**src/rtl/id_operand_sb_pkg.sv**
```systemverilog
// Shared types and default widths for the ID-stage operand/scoreboard unit.
package id_sb_pkg;

  localparam int unsigned DATA_W_DEF = 32;
  localparam int unsigned GPR_AW_DEF = 5;

  typedef logic [GPR_AW_DEF-1:0] gpr_addr_t;
  typedef logic [DATA_W_DEF-1:0] word_t;

  // Where a read port's operand comes from this cycle.
  typedef enum logic [1:0] {
    SEL_FWD,
    SEL_LWB,
    SEL_GPR
  } opnd_sel_e;

endpackage

```
**src/rtl/id_operand_sb_if.sv**
```systemverilog
// Decoder / forwarding / writeback / EX-side signal bundle for id_operand_sb.
interface id_operand_sb_if
  import id_sb_pkg::*;
#(
  parameter int unsigned DATA_W  = DATA_W_DEF,
  parameter int unsigned GPR_AW  = GPR_AW_DEF,
  parameter int unsigned NUM_RD  = 2,
  parameter int unsigned NUM_FWD = 2,
  parameter int unsigned CNT_W   = 16
);
  logic                      dec_valid;
  logic                      dec_ready;
  logic [NUM_RD*GPR_AW-1:0]  dec_rd_addr;
  logic [NUM_RD-1:0]         dec_rd_use;
  logic [GPR_AW-1:0]         dec_dst_addr;
  logic                      dec_we_;
  logic                      dec_long;
  logic [NUM_RD*DATA_W-1:0]  gpr_rd_data;
  logic [NUM_FWD-1:0]        fwd_en;
  logic [NUM_FWD-1:0]        fwd_we_;
  logic [NUM_FWD*GPR_AW-1:0] fwd_addr;
  logic [NUM_FWD*DATA_W-1:0] fwd_data;
  logic [NUM_FWD-1:0]        fwd_ld;
  logic                      lwb_valid;
  logic [GPR_AW-1:0]         lwb_addr;
  logic [DATA_W-1:0]         lwb_data;
  logic                      flush;
  logic                      out_valid;
  logic                      out_ready;
  logic [NUM_RD*DATA_W-1:0]  out_opnd;
  logic [GPR_AW-1:0]         out_dst_addr;
  logic                      out_we_;
  logic                      out_long;
  logic                      sb_busy;
  logic [CNT_W-1:0]          stall_cnt;

  modport master (
    output dec_valid, dec_rd_addr, dec_rd_use, dec_dst_addr, dec_we_, dec_long,
           gpr_rd_data, fwd_en, fwd_we_, fwd_addr, fwd_data, fwd_ld,
           lwb_valid, lwb_addr, lwb_data, flush, out_ready,
    input  dec_ready, out_valid, out_opnd, out_dst_addr, out_we_, out_long,
           sb_busy, stall_cnt
  );

  modport slave (
    input  dec_valid, dec_rd_addr, dec_rd_use, dec_dst_addr, dec_we_, dec_long,
           gpr_rd_data, fwd_en, fwd_we_, fwd_addr, fwd_data, fwd_ld,
           lwb_valid, lwb_addr, lwb_data, flush, out_ready,
    output dec_ready, out_valid, out_opnd, out_dst_addr, out_we_, out_long,
           sb_busy, stall_cnt
  );
endinterface

```
**src/rtl/id_operand_sb_fwd_mux.sv**
```systemverilog
// Per-read-port operand select: youngest matching forward source, then
// long-latency writeback, then regfile. Flags a hit on a not-yet-ready load.
module id_fwd_mux
  import id_sb_pkg::*;
#(
  parameter int unsigned DATA_W  = DATA_W_DEF,
  parameter int unsigned GPR_AW  = GPR_AW_DEF,
  parameter int unsigned NUM_FWD = 2
) (
  input  logic [GPR_AW-1:0]         rd_addr,
  input  logic [DATA_W-1:0]         gpr_data,
  input  logic [NUM_FWD-1:0]        fwd_en,
  input  logic [NUM_FWD-1:0]        fwd_we_,
  input  logic [NUM_FWD*GPR_AW-1:0] fwd_addr,
  input  logic [NUM_FWD*DATA_W-1:0] fwd_data,
  input  logic [NUM_FWD-1:0]        fwd_ld,
  input  logic                      lwb_valid,
  input  logic [GPR_AW-1:0]         lwb_addr,
  input  logic [DATA_W-1:0]         lwb_data,
  output logic [DATA_W-1:0]         opnd,
  output logic                      ld_hazard
);

  opnd_sel_e         sel;
  logic [DATA_W-1:0] fwd_word;

  // Scan oldest to youngest so the lowest matching index is written last and wins.
  always_comb begin
    sel       = (lwb_valid && (lwb_addr == rd_addr)) ? SEL_LWB : SEL_GPR;
    fwd_word  = '0;
    ld_hazard = 1'b0;
    for (int unsigned k = 0; k < NUM_FWD; k++) begin
      int unsigned j;
      j = NUM_FWD - 1 - k;
      if (fwd_en[j] && !fwd_we_[j] && (fwd_addr[j*GPR_AW +: GPR_AW] == rd_addr)) begin
        sel       = SEL_FWD;
        fwd_word  = fwd_data[j*DATA_W +: DATA_W];
        ld_hazard = fwd_ld[j];
      end
    end
    case (sel)
      SEL_FWD: opnd = fwd_word;
      SEL_LWB: opnd = lwb_data;
      default: opnd = gpr_data;
    endcase
  end

endmodule

```
**src/rtl/id_operand_sb.sv**
```systemverilog
// ID-stage operand unit: forwarding per read port, per-GPR scoreboard for
// long-latency results, handshaked output register to EX, stall counter.
module id_operand_sb
  import id_sb_pkg::*;
#(
  parameter int unsigned DATA_W  = DATA_W_DEF,
  parameter int unsigned GPR_AW  = GPR_AW_DEF,
  parameter int unsigned NUM_RD  = 2,
  parameter int unsigned NUM_FWD = 2,
  parameter int unsigned CNT_W   = 16
) (
  input logic           clk,
  input logic           reset_,
  id_operand_sb_if.slave bus
);

  localparam int unsigned NUM_GPR = 1 << GPR_AW;

  logic [NUM_GPR-1:0]       pending, pending_nxt;
  logic [NUM_RD-1:0]        ld_haz, port_haz;
  logic [NUM_RD*DATA_W-1:0] opnd;
  logic [GPR_AW-1:0]        rd;
  logic                     waw, hazard, ready, accept, set_pend;
  logic                     out_valid_q, out_we_q, out_long_q;
  logic [NUM_RD*DATA_W-1:0] out_opnd_q;
  logic [GPR_AW-1:0]        out_dst_q;
  logic [CNT_W-1:0]         cnt_q;

  for (genvar p = 0; p < NUM_RD; p++) begin : g_port
    id_fwd_mux #(
      .DATA_W  (DATA_W),
      .GPR_AW  (GPR_AW),
      .NUM_FWD (NUM_FWD)
    ) u_mux (
      .rd_addr   (bus.dec_rd_addr[p*GPR_AW +: GPR_AW]),
      .gpr_data  (bus.gpr_rd_data[p*DATA_W +: DATA_W]),
      .fwd_en    (bus.fwd_en),
      .fwd_we_   (bus.fwd_we_),
      .fwd_addr  (bus.fwd_addr),
      .fwd_data  (bus.fwd_data),
      .fwd_ld    (bus.fwd_ld),
      .lwb_valid (bus.lwb_valid),
      .lwb_addr  (bus.lwb_addr),
      .lwb_data  (bus.lwb_data),
      .opnd      (opnd[p*DATA_W +: DATA_W]),
      .ld_hazard (ld_haz[p])
    );
  end

  // Interlock: used sources on pending/unready-load regs, plus WAW on a pending dst.
  // A writeback arriving this cycle resolves the pending case for its address.
  always_comb begin
    port_haz = '0;
    rd       = '0;
    for (int unsigned p = 0; p < NUM_RD; p++) begin
      rd = bus.dec_rd_addr[p*GPR_AW +: GPR_AW];
      port_haz[p] = bus.dec_rd_use[p] &
                    (ld_haz[p] | (pending[rd] & !(bus.lwb_valid && (bus.lwb_addr == rd))));
    end
    waw    = !bus.dec_we_ & pending[bus.dec_dst_addr] &
             !(bus.lwb_valid && (bus.lwb_addr == bus.dec_dst_addr));
    hazard = (|port_haz) | waw;
  end

  assign ready    = !hazard & !bus.flush & (!out_valid_q | bus.out_ready);
  assign accept   = bus.dec_valid & ready;
  assign set_pend = accept & bus.dec_long & !bus.dec_we_;

  // Scoreboard next state; set is applied after clear so a same-cycle set wins.
  always_comb begin
    pending_nxt = pending;
    if (bus.lwb_valid) pending_nxt[bus.lwb_addr] = 1'b0;
    if (set_pend)      pending_nxt[bus.dec_dst_addr] = 1'b1;
  end

  // Scoreboard register.
  always_ff @(posedge clk or negedge reset_) begin
    if (!reset_) pending <= '0;
    else         pending <= pending_nxt;
  end

  // Output register to EX: load on accept, drop on consume or flush, else hold.
  always_ff @(posedge clk or negedge reset_) begin
    if (!reset_) begin
      out_valid_q <= 1'b0;
      out_opnd_q  <= '0;
      out_dst_q   <= '0;
      out_we_q    <= 1'b1;
      out_long_q  <= 1'b0;
    end else if (bus.flush) begin
      out_valid_q <= 1'b0;
    end else if (accept) begin
      out_valid_q <= 1'b1;
      out_opnd_q  <= opnd;
      out_dst_q   <= bus.dec_dst_addr;
      out_we_q    <= bus.dec_we_;
      out_long_q  <= bus.dec_long;
    end else if (bus.out_ready) begin
      out_valid_q <= 1'b0;
    end
  end

  // Saturating count of cycles a valid insn is held back by a data hazard.
  always_ff @(posedge clk or negedge reset_) begin
    if (!reset_) cnt_q <= '0;
    else if (bus.dec_valid && hazard && !bus.flush && (cnt_q != '1)) cnt_q <= cnt_q + 1'b1;
  end

  assign bus.dec_ready    = ready;
  assign bus.out_valid    = out_valid_q;
  assign bus.out_opnd     = out_opnd_q;
  assign bus.out_dst_addr = out_dst_q;
  assign bus.out_we_      = out_we_q;
  assign bus.out_long     = out_long_q;
  assign bus.sb_busy      = |pending;
  assign bus.stall_cnt    = cnt_q;

endmodule

```
**src/flat_wrapper.sv**
```systemverilog
// flat-port wrapper written by rule: the top's interface ports become plain ports
module id_operand_sb_flat import id_sb_pkg::*;
#(
  parameter int unsigned DATA_W  = DATA_W_DEF,
  parameter int unsigned GPR_AW  = GPR_AW_DEF,
  parameter int unsigned NUM_RD  = 2,
  parameter int unsigned NUM_FWD = 2,
  parameter int unsigned CNT_W   = 16
)
  (clk, reset_, bus_dec_valid, bus_dec_rd_addr, bus_dec_rd_use, bus_dec_dst_addr, bus_dec_we_, bus_dec_long, bus_gpr_rd_data, bus_fwd_en, bus_fwd_we_, bus_fwd_addr, bus_fwd_data, bus_fwd_ld, bus_lwb_valid, bus_lwb_addr, bus_lwb_data, bus_flush, bus_out_ready, bus_dec_ready, bus_out_valid, bus_out_opnd, bus_out_dst_addr, bus_out_we_, bus_out_long, bus_sb_busy, bus_stall_cnt);
  id_operand_sb_if #(.DATA_W(DATA_W), .GPR_AW(GPR_AW), .NUM_RD(NUM_RD), .NUM_FWD(NUM_FWD), .CNT_W(CNT_W)) bus_i ();
  input logic clk;
  input logic reset_;
  input wire logic [$bits(bus_i.dec_valid)-1:0] bus_dec_valid;
  input wire logic [$bits(bus_i.dec_rd_addr)-1:0] bus_dec_rd_addr;
  input wire logic [$bits(bus_i.dec_rd_use)-1:0] bus_dec_rd_use;
  input wire logic [$bits(bus_i.dec_dst_addr)-1:0] bus_dec_dst_addr;
  input wire logic [$bits(bus_i.dec_we_)-1:0] bus_dec_we_;
  input wire logic [$bits(bus_i.dec_long)-1:0] bus_dec_long;
  input wire logic [$bits(bus_i.gpr_rd_data)-1:0] bus_gpr_rd_data;
  input wire logic [$bits(bus_i.fwd_en)-1:0] bus_fwd_en;
  input wire logic [$bits(bus_i.fwd_we_)-1:0] bus_fwd_we_;
  input wire logic [$bits(bus_i.fwd_addr)-1:0] bus_fwd_addr;
  input wire logic [$bits(bus_i.fwd_data)-1:0] bus_fwd_data;
  input wire logic [$bits(bus_i.fwd_ld)-1:0] bus_fwd_ld;
  input wire logic [$bits(bus_i.lwb_valid)-1:0] bus_lwb_valid;
  input wire logic [$bits(bus_i.lwb_addr)-1:0] bus_lwb_addr;
  input wire logic [$bits(bus_i.lwb_data)-1:0] bus_lwb_data;
  input wire logic [$bits(bus_i.flush)-1:0] bus_flush;
  input wire logic [$bits(bus_i.out_ready)-1:0] bus_out_ready;
  output wire logic [$bits(bus_i.dec_ready)-1:0] bus_dec_ready;
  output wire logic [$bits(bus_i.out_valid)-1:0] bus_out_valid;
  output wire logic [$bits(bus_i.out_opnd)-1:0] bus_out_opnd;
  output wire logic [$bits(bus_i.out_dst_addr)-1:0] bus_out_dst_addr;
  output wire logic [$bits(bus_i.out_we_)-1:0] bus_out_we_;
  output wire logic [$bits(bus_i.out_long)-1:0] bus_out_long;
  output wire logic [$bits(bus_i.sb_busy)-1:0] bus_sb_busy;
  output wire logic [$bits(bus_i.stall_cnt)-1:0] bus_stall_cnt;
  assign bus_i.dec_valid = bus_dec_valid;
  assign bus_i.dec_rd_addr = bus_dec_rd_addr;
  assign bus_i.dec_rd_use = bus_dec_rd_use;
  assign bus_i.dec_dst_addr = bus_dec_dst_addr;
  assign bus_i.dec_we_ = bus_dec_we_;
  assign bus_i.dec_long = bus_dec_long;
  assign bus_i.gpr_rd_data = bus_gpr_rd_data;
  assign bus_i.fwd_en = bus_fwd_en;
  assign bus_i.fwd_we_ = bus_fwd_we_;
  assign bus_i.fwd_addr = bus_fwd_addr;
  assign bus_i.fwd_data = bus_fwd_data;
  assign bus_i.fwd_ld = bus_fwd_ld;
  assign bus_i.lwb_valid = bus_lwb_valid;
  assign bus_i.lwb_addr = bus_lwb_addr;
  assign bus_i.lwb_data = bus_lwb_data;
  assign bus_i.flush = bus_flush;
  assign bus_i.out_ready = bus_out_ready;
  assign bus_dec_ready = bus_i.dec_ready;
  assign bus_out_valid = bus_i.out_valid;
  assign bus_out_opnd = bus_i.out_opnd;
  assign bus_out_dst_addr = bus_i.out_dst_addr;
  assign bus_out_we_ = bus_i.out_we_;
  assign bus_out_long = bus_i.out_long;
  assign bus_sb_busy = bus_i.sb_busy;
  assign bus_stall_cnt = bus_i.stall_cnt;
  id_operand_sb #(.DATA_W(DATA_W), .GPR_AW(GPR_AW), .NUM_RD(NUM_RD), .NUM_FWD(NUM_FWD), .CNT_W(CNT_W)) u_core (.clk(clk), .reset_(reset_), .bus(bus_i));
endmodule
```
**config.mk**
```make
export PLATFORM = sky130hd
export DESIGN_NAME = id_operand_sb_flat
export DESIGN_NICKNAME = d
export VERILOG_FILES = /design/src/rtl/id_operand_sb_pkg.sv /design/src/rtl/id_operand_sb_if.sv /design/src/rtl/id_operand_sb_fwd_mux.sv /design/src/rtl/id_operand_sb.sv /design/src/flat_wrapper.sv
export SDC_FILE = /design/constraint.sdc
export NUM_CORES = 1
export LEC_CHECK = 0
export CAP_MARGIN = 20
export CORE_MARGIN = 1.5
export CORE_UTILIZATION = 47
export CTS_CLUSTER_DIAMETER = 100
export DETAILED_ROUTE_END_ITERATION = 8
export HOLD_SLACK_MARGIN = 0.15
export PLACE_DENSITY = 0.83
export SKIP_LAST_GASP = 1
export SLEW_MARGIN = 40
export SYNTH_ARGS = -nofsm -noshare
export SYNTH_HDL_FRONTEND = slang
export SYNTH_SLANG_ARGS = --single-unit
```
**constraint.sdc**
```tcl
create_clock -name clk -period 4.7 [get_ports clk]
set_input_delay 0.94 -clock clk [delete_from_list [all_inputs] [get_ports clk]]
set_output_delay 0.94 -clock clk [all_outputs]
set_load 0.005 [all_outputs]
```
Word-level counts from Yosys, hierarchy flattened
Cells that the tools add are included.

operators by class
  add/subtract/negate cells = 1
  order comparisons = 6
  equal/unequal tests = 10
  muxes and demuxes = 31
  bitwise gates (word level) = 19
  reduce and logical (&&, ||, !) cells = 29

operators by type and width
  cell                     count
  $mux W32                 6
  $pmux W32 S2             2
  $eq A5 B5 Y1             7
  $and A32 B32 Y32         1
  $not A32 Y32             1
  $or A32 B32 Y32          1
  $reduce_or A32 Y1        1
  $lt A5 B6 Y1 const B     4
  $add A16 B1 Y16 const B  1
  $ne A16 B16 Y1 const B   1
  $bmux W1 S5              3
  $logic_and A1 B1 Y1      14
  $mux W1                  12
  $mux W2                  6
  $and A1 B1 Y1            11
  $demux W1 S5             2
  $ge A5 B1 Y1 const B     2
  $logic_not A1 Y1         9
  $eq A2 B1 Y1 const B     2
  $logic_not A2 Y1         2
  $or A1 B1 Y1             4
  $reduce_bool A3 Y1       1
  $reduce_and A2 Y1        1
  $reduce_or A2 Y1         1
  $not A1 Y1               1

storage, ports and cells
  bits in registers = 120
  input port bits = 206
  output and inout bits = 90
  word-level logic and storage cells = 103

Logic depth before layout (Yosys ltp)
  depth after elaboration = 16
  gate-level depth with buffers = 13
  mapped depth without buffers = 8

Modules after synthesis
From an unflattened synthesis, not the netlist that was laid out.

unflattened totals
  cells, all modules = 925
  area, all modules = 9527.9 um^2

by module, submodules not included
  module         instances  cells an instance  area each (um^2)  seq. area each (um^2)
  id_operand_sb  1          503                6199.7            3004.1
  id_fwd_mux     2          211                1664.1            0.0

Worst setup path after synthesis
Ideal clock, no wire load.

  kind = input -> output
  from = in bus_dec_rd_addr[1]
  to = out bus_dec_ready
  data arrival time = 3145 ps
  data required time = 3760 ps
  path slack = 615 ps
  cell stages on the path = 11
  path buffers = 3
  path through = clkbuf_1 -> mux4_2 -> mux4_2 -> mux2i_1 -> nor3b_1 -> a21oi_1 -> and3_1 -> buf_4 -> clkbuf_1 -> nand2_1 -> nor2_1

between the ends
  cells in the longest elaborated chain, start to end = 11
  elaborated cells between the ends (all ways) = 19
  classes of those cells = 3 x eq/ne; 4 x mux; 6 x bitwise; 6 x reduce/logical

ends and longest elaborated chain
  what                                                                 line                 source
  from (decl)                                                          flat_wrapper.sv:15   input wire logic [$bits(bus_i.dec_rd_addr)-1:0] bus_dec_rd_addr;
  parallel branches: the longest is 4 deep, another holds $bmux W1 S5  -
  $or A1 B1 Y1 *                                                       id_operand_sb.sv:58  (ld_haz[p] | (pending[rd] & !(bus.lwb_valid && (bus.lwb_addr == rd))));
  $and A1 B1 Y1 *                                                      id_operand_sb.sv:57  port_haz[p] = bus.dec_rd_use[p] &
  $reduce_or A2 Y1 *                                                   id_operand_sb.sv:62  hazard = (|port_haz) | waw;
  $or A1 B1 Y1 *                                                       id_operand_sb.sv:62
  $logic_not A1 Y1 *                                                   id_operand_sb.sv:65  assign ready = !hazard & !bus.flush & (!out_valid_q | bus.out_ready);
  $and A1 B1 Y1 * (2 in a row)                                         id_operand_sb.sv:65
  to (decl)                                                            flat_wrapper.sv:31   output wire logic [$bits(bus_i.dec_ready)-1:0] bus_dec_ready;

Mark *: on every way between the ends. The select of a mux whose other input is x is not followed.

Worst setup path after layout
  from = in bus_dec_rd_addr[6]
  to = out bus_dec_ready

Same word-level chain as after synthesis.

==> flow_summary.ini <==
[power_and_ir_drop]
p_int_mw = 2.73
p_sw_share_pct = 28.1
power_leakage_nw = 4.99
seqPwrFrac_pct = 34.8
p_clk_share_pct = 36.2
ir_worst_vdd_mv = 0.283
p_switching_mw = 1.07
p_per_area_nw_per_um2 = 303
p_comb_share_pct = 28.9

[clocking]
path_clk_slew_ns = 0.06
root_buffer = clkbuf_16
htree_levels = 4
clk_path_buf_depth = 2
clk_latency_ns = 0.42
cts_buffers = 17
cts.sinks = 120
tritoncts = built

[cells_and_area]
finish.utilization_pct = 70.1
syn_to_final_growth_pct = 47.1
fillCellCount = 1326
stdcell_area_um2 = 12500
layout-drive-gt1-share_pct = 19.9
fin_nets = 1334

[placed_design]
dp_hpwl_mm = 21.5
port-buffer-count = 295
placed_cell_area_um2 = 11800
gp_congestion = 0.987
dp_slack_ns = -0.119

[global_routing]
antenna_found_initial = 2
grt_max_degree = 74
grt_overflow = 0
gr-usage-all-layers_pct = 30.7
grt_pass1_vias = 7795
grt_pass1_wl_mm = 43.9

[synth]
synth_area_leaders = dfrtp_1 35%, mux2_2 10%, mux2i_1 9.4%, o21ai_0 5.9%, o41ai_2 5.7%
synth.distinct_cells = 39
synth_nets = 1045
synthFlopType = dfrtp_1
avgSynthCellArea_um2 = 10.1
ys_seq_elements = 120
yosys-top-cells-count = 119 x dfrtp_1, 101 x o21ai_0, 80 x mux2i_1
yosysSeqAreaShare_pct = 35.3
synth_area_um2 = 8500
yosys_warnings = 0
ys_async_sr_fraction_pct = 100
synth-edff-count = 0
synth_top_area_share_pct = 35.0
syn_inst = 838
yosysMostFrequentCell = dfrtp_1
yosys.area.top_type = dfrtp_1

[timing]
worst_pin_slew_ns = 0.689
hold_viol = 0
rsz0062_at_grt = false
relSlewSlack_pct = 54.1
fmax_mhz = 234
period_share_pct = 91.1
worst_clock_skew_ns = 0.0146
setup_viol = 0
fin_crit_ns = 4.28
fin_tns_setup_ns = 0
setup_ws_ns = 0.418
slew_violations = 0

[worst_setup_path]
worst-path-max-fanout = 6
endpoint_kind = output pin
crit_required_ns = 3.76
crit_path_start_kind = input port
critPathLaunch = bus_dec_rd_addr[6]
r2r_start = u_core.pending[15]$_DFF_PN0_
crit_path_end = bus_dec_ready
r2r-end = u_core.bus.out_opnd[63]$_DFFE_PN0P_
path_class = input port to output pin
cp.arrival_ns = 3.34
worstRegToRegCells = 11
r2r_slack_ns = 1.47

[flow_run]
drv_cap = 0

[floorplan]
num_rows = 49
die_w_um = 138
die_y_um = 138
num_io_pins = 296
die-area_um2 = 18900
initial_core_util_pct = 47.7
coreArea_um2 = 17800

[route]
wl_per_cell_um = 21.3
ant_nets = 0
drt_wl_total_mm = 29.3
drtPass1Iterations = 5
drtIter0Drc = 631
viasPerCell = 5.87
vias = 8053
drcViolationCount = 0

[worst_hold_path]
min-delay-path-class = flop to flop

[status]
status = finished, final reports clean
## area by class of cell
class	count	area, µm²	share of cell area, %
Inverter	3	11.3	0.0900
Timing Repair Buffer	342	3400	27.1
Clock inverter	15	191	1.53
Clock buffer	17	425	3.40
Multi-Input combinational cell	643	5190	41.5
Antenna cell	2	5.00	0.0400
Tap cell	229	287	2.29
Sequential cell	120	3000	24.0
## worst min-delay path by stage
stage,cells after the start,from,slack [ns],to
floorplan,1,u_core.bus.stall_cnt[6]$_DFFE_PN0P_,0.48,u_core.bus.stall_cnt[6]$_DFFE_PN0P_
CTS,1,u_core.bus.out_opnd[15]$_DFFE_PN0P_,0.49,u_core.bus.out_opnd[15]$_DFFE_PN0P_
global placement,1,u_core.bus.out_opnd[13]$_DFFE_PN0P_,0.47,u_core.bus.out_opnd[13]$_DFFE_PN0P_
detailed placement,1,u_core.bus.stall_cnt[11]$_DFFE_PN0P_,0.48,u_core.bus.stall_cnt[11]$_DFFE_PN0P_
global route,1,u_core.bus.out_opnd[12]$_DFFE_PN0P_,0.51,u_core.bus.out_opnd[12]$_DFFE_PN0P_
finish,1,u_core.bus.out_opnd[15]$_DFFE_PN0P_,0.49,u_core.bus.out_opnd[15]$_DFFE_PN0P_
## worst max-delay path, stage by stage
cell and delay, ns:
clkdlybuf4s50_1 0.48, buf_6 0.15, mux4_2 0.51, mux2i_1 0.13
mux2_2 0.16, nor3_1 0.04, a2111oi_1 0.35, and3_4 0.28
nand2_1 0.07, nor2_1 0.08, dlymetal6s2s_1 0.13
## per-layer routing
layer / up-vias / global-route usage (%) / routed length [µm]
met4: 0 / 15.3 / 1220
met3: 90 / 8.54 / 2890
met5: - / 0 / 0
met2: 408 / 47.9 / 13700
li1: 3665 / - / -
met1: 3890 / 39.2 / 11400
## flip-flops by register name, summed over array words and instances (netlist names)
signal                   cells
u_core.bus.stall_cnt        16
u_core.pending              32
u_core.bus.out_valid         1
u_core.bus.out_we_           1
u_core.bus.out_opnd         64
u_core.bus.out_long          1
u_core.bus.out_dst_addr      5
## metrics by stage
stage	power (mW)	std cells	hold slack, ns
3_3_place_gp	2.39	1333	0.473
5_1_grt	3.96	1371	0.513
6_report	3.80	1371	0.487
4_1_cts	3.81	1369	0.494
2_1_floorplan	1.73	838	0.477
3_5_place_dp	2.42	1334	0.480
## layout by cell type (no fill, tap or decap), types with 30 or more instances in the layout
cell	count
o21ai_0	101
clkdlybuf4s50_1	292
buf_4	40
xor2_1	32
dfrtp_1	119
mux2_2	78
nor2_1	46
o41ai_2	30
mux2i_1	80
a21oi_1	33
nand2_1	78
## repair_timing
item	in CTS	in global routing
resized for setup	4	5
cloned	1	0
buffers inserted	2	0
setup endpoints to repair	1	1
hold buffers	0	0
pin swaps	1	2
## power groups by stage
stage | clock (mW) | sequential [mW] | combinational (mW)
finish | 1.37 | 1.32 | 1.10
global route | 1.44 | 1.34 | 1.18
CTS | 1.39 | 1.32 | 1.10
detailed placement | 0 | 1.33 | 1.09
global placement | 0 | 1.32 | 1.07
floorplan | 0 | 1.32 | 0.405
## cell families (layout without fill, tap and decap cells)
group | after synthesis | in the layout | share of synthesized area [%]
adder cells (fa/ha/maj) | 1 | 1 | 0.147
flip-flops | 120 | 120 | 35.3
AO/OA/AOI/OAI | 173 | 173 | 14.3
XOR/XNOR | 49 | 49 | 5.05
multiplexers | 206 | 206 | 28.9
AND/OR/NAND/NOR | 214 | 214 | 12.1
other | 0 | 2 | 0
buffers and inverters | 75 | 377 | 4.12
No activity file was read; power rests on OpenSTA's default activity.
